## src/rtl/vram_wr_sched_if.sv

```systemverilog
// Handshake and write-port bundle for vram_wr_sched: two pixel requesters,
// clear control, the registered VRAM write port, status and counters.
interface vram_wr_sched_if #(
  parameter int CNT_W = 16
);
  logic             iA_valid;
  logic [7:0]       iA_x;
  logic [7:0]       iA_y;
  logic [8:0]       iA_rgb;
  logic             oA_ready;

  logic             iB_valid;
  logic [7:0]       iB_x;
  logic [7:0]       iB_y;
  logic [8:0]       iB_rgb;
  logic             oB_ready;

  logic             iClear_req;
  logic             iClear_color_sel;
  logic [8:0]       iClear_color;

  logic             oWr_en;
  logic [7:0]       oWr_x;
  logic [7:0]       oWr_y;
  logic [8:0]       oWr_rgb;
  logic             oBusy;
  logic             oClear_done;
  logic [CNT_W-1:0] oA_cnt;
  logic [CNT_W-1:0] oB_cnt;

  modport slave (
    input  iA_valid, iA_x, iA_y, iA_rgb,
    input  iB_valid, iB_x, iB_y, iB_rgb,
    input  iClear_req, iClear_color_sel, iClear_color,
    output oA_ready, oB_ready,
    output oWr_en, oWr_x, oWr_y, oWr_rgb, oBusy, oClear_done, oA_cnt, oB_cnt
  );

  modport master (
    output iA_valid, iA_x, iA_y, iA_rgb,
    output iB_valid, iB_x, iB_y, iB_rgb,
    output iClear_req, iClear_color_sel, iClear_color,
    input  oA_ready, oB_ready,
    input  oWr_en, oWr_x, oWr_y, oWr_rgb, oBusy, oClear_done, oA_cnt, oB_cnt
  );
endinterface

```

## src/rtl/vram_wr_sched.sv

```systemverilog
// VRAM write-port scheduler: round-robin A/B arbitration plus a full-frame clear sweep.
// Optional macro VRAM_WR_SCHED_VBLANK_EN restricts grants and clear start to vertical blank.
module vram_wr_sched #(
  parameter logic [8:0] CLR_COLOR_DEFAULT = 9'h000,
  parameter int         CNT_W             = 16
) (
  input  logic iCLK,
  input  logic iRST_N,
`ifdef VRAM_WR_SCHED_VBLANK_EN
  input  logic iVBlank,
`endif
  vram_wr_sched_if.slave bus
);

  typedef enum logic {ST_ARB, ST_CLEAR} state_t;

  state_t           r_state;
  logic             r_last_b;    // 1: B was granted last, so A wins the next tie
  logic [15:0]      r_clr_cnt;
  logic             r_wr_en;
  logic [7:0]       r_wr_x;
  logic [7:0]       r_wr_y;
  logic [8:0]       r_wr_rgb;
  logic             r_busy;
  logic             r_clear_done;
  logic [CNT_W-1:0] r_a_cnt;
  logic [CNT_W-1:0] r_b_cnt;

  logic        w_gate;
  logic        w_clear_start;
  logic        w_grant_en;
  logic        w_grant_a;
  logic        w_grant_b;
  logic [15:0] w_clr_next;
  logic [8:0]  w_clr_color;

  // Readies are combinational, so they are also forced low while reset is held.
`ifdef VRAM_WR_SCHED_VBLANK_EN
  assign w_gate = iRST_N & iVBlank;
`else
  assign w_gate = iRST_N;
`endif

  assign w_clear_start = (r_state == ST_ARB) && bus.iClear_req && w_gate;
  assign w_grant_en    = (r_state == ST_ARB) && !bus.iClear_req && w_gate;
  assign w_grant_a     = w_grant_en && bus.iA_valid && (!bus.iB_valid || r_last_b);
  assign w_grant_b     = w_grant_en && bus.iB_valid && (!bus.iA_valid || !r_last_b);
  assign w_clr_next    = r_clr_cnt + 16'd1;
  assign w_clr_color   = bus.iClear_color_sel ? bus.iClear_color : CLR_COLOR_DEFAULT;

  // NOTE: all state below uses non-blocking assignments so every register
  // samples pre-edge values, independent of statement order.
  always_ff @(posedge iCLK or negedge iRST_N) begin
    if (!iRST_N) begin
      r_state      <= ST_ARB;
      r_last_b     <= 1'b1;
      r_clr_cnt    <= '0;
      r_wr_en      <= 1'b0;
      r_wr_x       <= '0;
      r_wr_y       <= '0;
      r_wr_rgb     <= '0;
      r_busy       <= 1'b0;
      r_clear_done <= 1'b0;
      r_a_cnt      <= '0;
      r_b_cnt      <= '0;
    end else begin
      case (r_state)
        ST_ARB: begin
          r_clear_done <= 1'b0;
          if (w_clear_start) begin
            r_state   <= ST_CLEAR;
            r_clr_cnt <= '0;
            r_wr_en   <= 1'b1;
            r_wr_x    <= '0;
            r_wr_y    <= '0;
            r_wr_rgb  <= w_clr_color;   // held for the whole sweep
            r_busy    <= 1'b1;
          end else if (w_grant_a) begin
            r_wr_en  <= 1'b1;
            r_wr_x   <= bus.iA_x;
            r_wr_y   <= bus.iA_y;
            r_wr_rgb <= bus.iA_rgb;
            r_last_b <= 1'b0;
            r_a_cnt  <= r_a_cnt + 1'b1;
          end else if (w_grant_b) begin
            r_wr_en  <= 1'b1;
            r_wr_x   <= bus.iB_x;
            r_wr_y   <= bus.iB_y;
            r_wr_rgb <= bus.iB_rgb;
            r_last_b <= 1'b1;
            r_b_cnt  <= r_b_cnt + 1'b1;
          end else begin
            r_wr_en <= 1'b0;
          end
        end
        ST_CLEAR: begin
          if (r_clr_cnt == 16'hFFFF) begin
            r_state      <= ST_ARB;
            r_clr_cnt    <= '0;
            r_wr_en      <= 1'b0;
            r_busy       <= 1'b0;
            r_clear_done <= 1'b0;
          end else begin
            r_clr_cnt    <= w_clr_next;
            r_wr_x       <= w_clr_next[7:0];
            r_wr_y       <= w_clr_next[15:8];
            r_clear_done <= (w_clr_next == 16'hFFFF);
          end
        end
        default: r_state <= ST_ARB;
      endcase
    end
  end

  assign bus.oA_ready    = w_grant_a;
  assign bus.oB_ready    = w_grant_b;
  assign bus.oWr_en      = r_wr_en;
  assign bus.oWr_x       = r_wr_x;
  assign bus.oWr_y       = r_wr_y;
  assign bus.oWr_rgb     = r_wr_rgb;
  assign bus.oBusy       = r_busy;
  assign bus.oClear_done = r_clear_done;
  assign bus.oA_cnt      = r_a_cnt;
  assign bus.oB_cnt      = r_b_cnt;

endmodule

```

## src/flat_wrapper.sv

```systemverilog
// flat-port wrapper written by rule: the top's interface ports become plain ports
module vram_wr_sched_flat 
#(
  parameter logic [8:0] CLR_COLOR_DEFAULT = 9'h000,
  parameter int         CNT_W             = 16
)
  (iCLK, iRST_N, bus_iA_valid, bus_iA_x, bus_iA_y, bus_iA_rgb, bus_iB_valid, bus_iB_x, bus_iB_y, bus_iB_rgb, bus_iClear_req, bus_iClear_color_sel, bus_iClear_color, bus_oA_ready, bus_oB_ready, bus_oWr_en, bus_oWr_x, bus_oWr_y, bus_oWr_rgb, bus_oBusy, bus_oClear_done, bus_oA_cnt, bus_oB_cnt);
  vram_wr_sched_if #(.CNT_W(CNT_W)) bus_i ();
  input  logic iCLK;
  input  logic iRST_N;
  input wire logic [$bits(bus_i.iA_valid)-1:0] bus_iA_valid;
  input wire logic [$bits(bus_i.iA_x)-1:0] bus_iA_x;
  input wire logic [$bits(bus_i.iA_y)-1:0] bus_iA_y;
  input wire logic [$bits(bus_i.iA_rgb)-1:0] bus_iA_rgb;
  input wire logic [$bits(bus_i.iB_valid)-1:0] bus_iB_valid;
  input wire logic [$bits(bus_i.iB_x)-1:0] bus_iB_x;
  input wire logic [$bits(bus_i.iB_y)-1:0] bus_iB_y;
  input wire logic [$bits(bus_i.iB_rgb)-1:0] bus_iB_rgb;
  input wire logic [$bits(bus_i.iClear_req)-1:0] bus_iClear_req;
  input wire logic [$bits(bus_i.iClear_color_sel)-1:0] bus_iClear_color_sel;
  input wire logic [$bits(bus_i.iClear_color)-1:0] bus_iClear_color;
  output wire logic [$bits(bus_i.oA_ready)-1:0] bus_oA_ready;
  output wire logic [$bits(bus_i.oB_ready)-1:0] bus_oB_ready;
  output wire logic [$bits(bus_i.oWr_en)-1:0] bus_oWr_en;
  output wire logic [$bits(bus_i.oWr_x)-1:0] bus_oWr_x;
  output wire logic [$bits(bus_i.oWr_y)-1:0] bus_oWr_y;
  output wire logic [$bits(bus_i.oWr_rgb)-1:0] bus_oWr_rgb;
  output wire logic [$bits(bus_i.oBusy)-1:0] bus_oBusy;
  output wire logic [$bits(bus_i.oClear_done)-1:0] bus_oClear_done;
  output wire logic [$bits(bus_i.oA_cnt)-1:0] bus_oA_cnt;
  output wire logic [$bits(bus_i.oB_cnt)-1:0] bus_oB_cnt;
  assign bus_i.iA_valid = bus_iA_valid;
  assign bus_i.iA_x = bus_iA_x;
  assign bus_i.iA_y = bus_iA_y;
  assign bus_i.iA_rgb = bus_iA_rgb;
  assign bus_i.iB_valid = bus_iB_valid;
  assign bus_i.iB_x = bus_iB_x;
  assign bus_i.iB_y = bus_iB_y;
  assign bus_i.iB_rgb = bus_iB_rgb;
  assign bus_i.iClear_req = bus_iClear_req;
  assign bus_i.iClear_color_sel = bus_iClear_color_sel;
  assign bus_i.iClear_color = bus_iClear_color;
  assign bus_oA_ready = bus_i.oA_ready;
  assign bus_oB_ready = bus_i.oB_ready;
  assign bus_oWr_en = bus_i.oWr_en;
  assign bus_oWr_x = bus_i.oWr_x;
  assign bus_oWr_y = bus_i.oWr_y;
  assign bus_oWr_rgb = bus_i.oWr_rgb;
  assign bus_oBusy = bus_i.oBusy;
  assign bus_oClear_done = bus_i.oClear_done;
  assign bus_oA_cnt = bus_i.oA_cnt;
  assign bus_oB_cnt = bus_i.oB_cnt;
  vram_wr_sched #(.CLR_COLOR_DEFAULT(CLR_COLOR_DEFAULT), .CNT_W(CNT_W)) u_core (.iCLK(iCLK), .iRST_N(iRST_N), .bus(bus_i));
endmodule
```

## config.mk

```make
export PLATFORM = sky130hd
export DESIGN_NAME = vram_wr_sched_flat
export DESIGN_NICKNAME = d
export VERILOG_FILES = /design/src/rtl/vram_wr_sched_if.sv /design/src/rtl/vram_wr_sched.sv /design/src/flat_wrapper.sv
export SDC_FILE = /design/constraint.sdc
export NUM_CORES = 1
export LEC_CHECK = 0
export ABC_AREA = 1
export CORE_UTILIZATION = 50
export CTS_CLUSTER_DIAMETER = 200
export DETAILED_ROUTE_END_ITERATION = 10
export PLACE_DENSITY = 0.83
export SETUP_SLACK_MARGIN = 0.5
export SYNTH_ARGS = -nofsm -noshare
export SYNTH_HDL_FRONTEND = slang
export SYNTH_SLANG_ARGS = --single-unit
```

## constraint.sdc

```tcl
create_clock -name iCLK -period 4 [get_ports iCLK]
set_input_delay 0.8 -clock iCLK [delete_from_list [all_inputs] [get_ports iCLK]]
set_output_delay 0.8 -clock iCLK [all_outputs]
set_load 0.02 [all_outputs]
```

==> metrics.yaml <==
grt_pass1_vias: 4428
drive_above_1_share_pct: 7.851
finalInstanceArea_mm2: 0.006040
crit_top_cell: "clkdlybuf4s50_1"
grt_start_max_net_pins: 70
power_density_mw_per_mm2: 482.4
track_usage_pct: 27.63
worstSetupPathType: "in -> out"
final_cell_mix: "186 x nand2_1, 125 x clkdlybuf4s50_1, 77 x nor2_1, 77 x dfrtp_1, 49 x inv_1"
slew_viol_final: 0
fin_skew_ps: 9.223
path_delay_family: "buffers and inverters"
fillCellCount: 705
clkTransAtPathRegs_ps: 80
drt_pass1_iterations: 5
cts_tree: "built"
synth_cell_type_count: 35
period_needed_ps: 3340
layout_commonest_cell: "nand2_1"
rsz0062_at_grt: "false"
clock_latency_ps: 360
wl_per_cell_um: 15.01
yosys_register_bits: 78
finalSetupTns_ps: 0
yosys_warnings: 0
antenna_found_initial: 0
cts_max_level: 3
cp.arrival_ps: 2540
synth_cells: 595
final_util_pct: 69.25
hold_class: "in -> async"
cpPeakStageDelay_ps: 660
avgSynthCellArea_um2: 7.583
ant_nets: 0
post-cts-setup-buffers: 0
path_cells: "clkdlybuf4s50_1, nor2_8, nand4_4, inv_2, clkdlybuf4s50_1"
cts_hold_buf: 0
antenna_cells: 0
seq_area_mm2: 0.001953
yosysSeqAreaShare_pct: 43.29
clk_path_buf_depth: 2
nets: 790
clock_sinks: 78
ys_top_cells_by_area: "dfrtp_1 43%, nand2_1 15%, nor2_1 6.4%"
maxSlewHeadroom_pct: 43.03
cts-root-buf: "clkbuf_8"
area_growth_pct: 33.86
grt_overflow: 0
post_cts_resized: 0
dp.final_hpwl_um: 9051
synth_largest_area_cell: "dfrtp_1"
hold_violations: 0
num_vias: 4482
placed_area_mm2: 0.005826
multi_input_area_mm2: 0.002226
slowest_stage: "clkdlybuf4s50_1"
synth_top_area_share_pct: 42.71
dieArea_mm2: 0.009407
start_util_pct: 51.74
rows: 34
end_kind: "primary output"
coreArea_mm2: 0.008721
syn_nets: 664
grt_pass1_wl_um: 20940
maxCapViolCount: 0
status: "finished, final reports clean"
setup_viol: 0
drc: 0
ios: 127
total_power_mw: 2.913
io_buffers: 126
drt-initial-drc-count: 186
ir_worst_vdd_uv: 317.0
fin_crit_sh_pct: 83.49
crit_buf_inv: 3
tightest_slew_ps: 854.6
place.gp.congestion: 0.8914
die_x_um: 96.99
p_leak_nw: 2.812
fmax_ghz: 0.2994
fp.dieH_um: 96.99
synth_area_mm2: 0.004512
numCtsBuffers: 9
cp-start-kind: "input port"
wirelength_um: 12520
cp_max_fo: 18
cp_data_required_time_ps: 3200
vias_per_cell: 5.374
==> cells in the mapped netlist <==
| library cell | n |
|---|---|
| a21oi_1 | 5 |
| a31oi_1 | 8 |
| buf_2 | 3 |
| buf_4 | 3 |
| buf_6 | 5 |
| clkbuf_1 | 3 |
| clkbuf_2 | 1 |
| clkinv_4 | 1 |
| dfrtp_1 | 77 |
| dfstp_2 | 1 |
| ha_1 | 4 |
| inv_1 | 49 |
| inv_2 | 8 |
| nand2_1 | 186 |
| nand2_2 | 3 |
| nand2_4 | 3 |
| nand3_1 | 33 |
| nand3_2 | 4 |
| nand3_4 | 1 |
| nand3b_1 | 2 |
| nand4_1 | 10 |
| nand4_2 | 1 |
| nand4_4 | 1 |
| nor2_1 | 77 |
| nor2_2 | 6 |
| nor2_4 | 3 |
| nor2_8 | 4 |
| nor3_1 | 5 |
| o21ai_0 | 32 |
| o21ai_1 | 20 |
| o22ai_1 | 9 |
| o2bb2ai_1 | 1 |
| or2_2 | 1 |
| xnor2_1 | 8 |
| xor2_1 | 17 |
==> stage by stage <==
stage / hold slack [ps] / instances / setup slack [ps]
after floorplan: 483.4 / 595 / 1730
after global placement: 460.8 / 818 / 699.0
after detailed placement: 466.9 / 818 / 667.3
after CTS: 279.8 / 834 / 662.6
after global routing: 283.3 / 834 / 585.2
final: 283.7 / 834 / 660.4
==> state kept, by name, indices dropped and copies added (netlist names), 8 cells and up <==
signal              cells
u_core.bus.oWr_x        8
u_core.bus.oWr_rgb      9
u_core.bus.oWr_y        8
u_core.bus.oA_cnt      16
u_core.bus.oB_cnt      16
u_core.r_clr_cnt       16
==> path summary, 6_finish.rpt <==
kind	endpoint	start	slack, ps	cells after the start
min reg2reg	u_core.bus.oWr_x[6]	u_core.bus.oWr_x[6]	490	2
max reg2reg	u_core.bus.oWr_y[7]	u_core.r_state	1420	10
min	u_core.bus.oB_cnt[15]	iRST_N	280	1
max	bus_oB_ready	bus_iClear_req	660	5
min in group iCLK	u_core.bus.oWr_x[6]	u_core.bus.oWr_x[6]	490	2
max in group asynchronous	u_core.bus.oA_cnt[3]	iRST_N	2630	2
==> worst reg2reg max path, cell delays in order, from the launching register on <==
cell     delay, ps
dfrtp_1        890
nor2_8          80
nand2_2         90
inv_2           40
nand2_4         50
buf_4          440
nand3_4        360
inv_2          200
nand2_4        140
nor2_1         130
a21oi_1         50
==> routing by layer <==
metal | vias to the layer above | GRT usage (%) | wire [um]
li1 | 2154 | - | -
met1 | 2124 | 36.15 | 5428
met2 | 179 | 46.37 | 6036
met3 | 25 | 4.624 | 796
met4 | 0 | 9.644 | 260
met5 | - | 0 | 0
==> kinds of logic (layout without fill, tap and decap cells) <==
logic type	Yosys count	in the layout	synth area share [%]
compound gates	75	75	8.874
xor+xnor	25	25	4.853
fa+ha+maj	4	4	1.109
buf+inv	73	204	7.376
flops	78	78	43.29
simple gates	340	340	34.50
==> where the power goes <==
| part | leakage [nW] | internal [mW] | switching, mW |
|---|---|---|---|
| registers | 0.985 | 0.978 | 0.208 |
| clock network | 0.106 | 0.351 | 0.299 |
| logic | 1.72 | 0.485 | 0.593 |
==> cell type report <==
class	count	area share (%)
Clock inverter	6	1.429
Clock buffer	10	2.113
Multi-Input combinational cell	444	36.86
Sequential cell	78	32.34
Timing Repair Buffer	130	21.34
Tap cell	108	2.237
Inverter	58	3.688
Power figures use the tool's default switching activity.
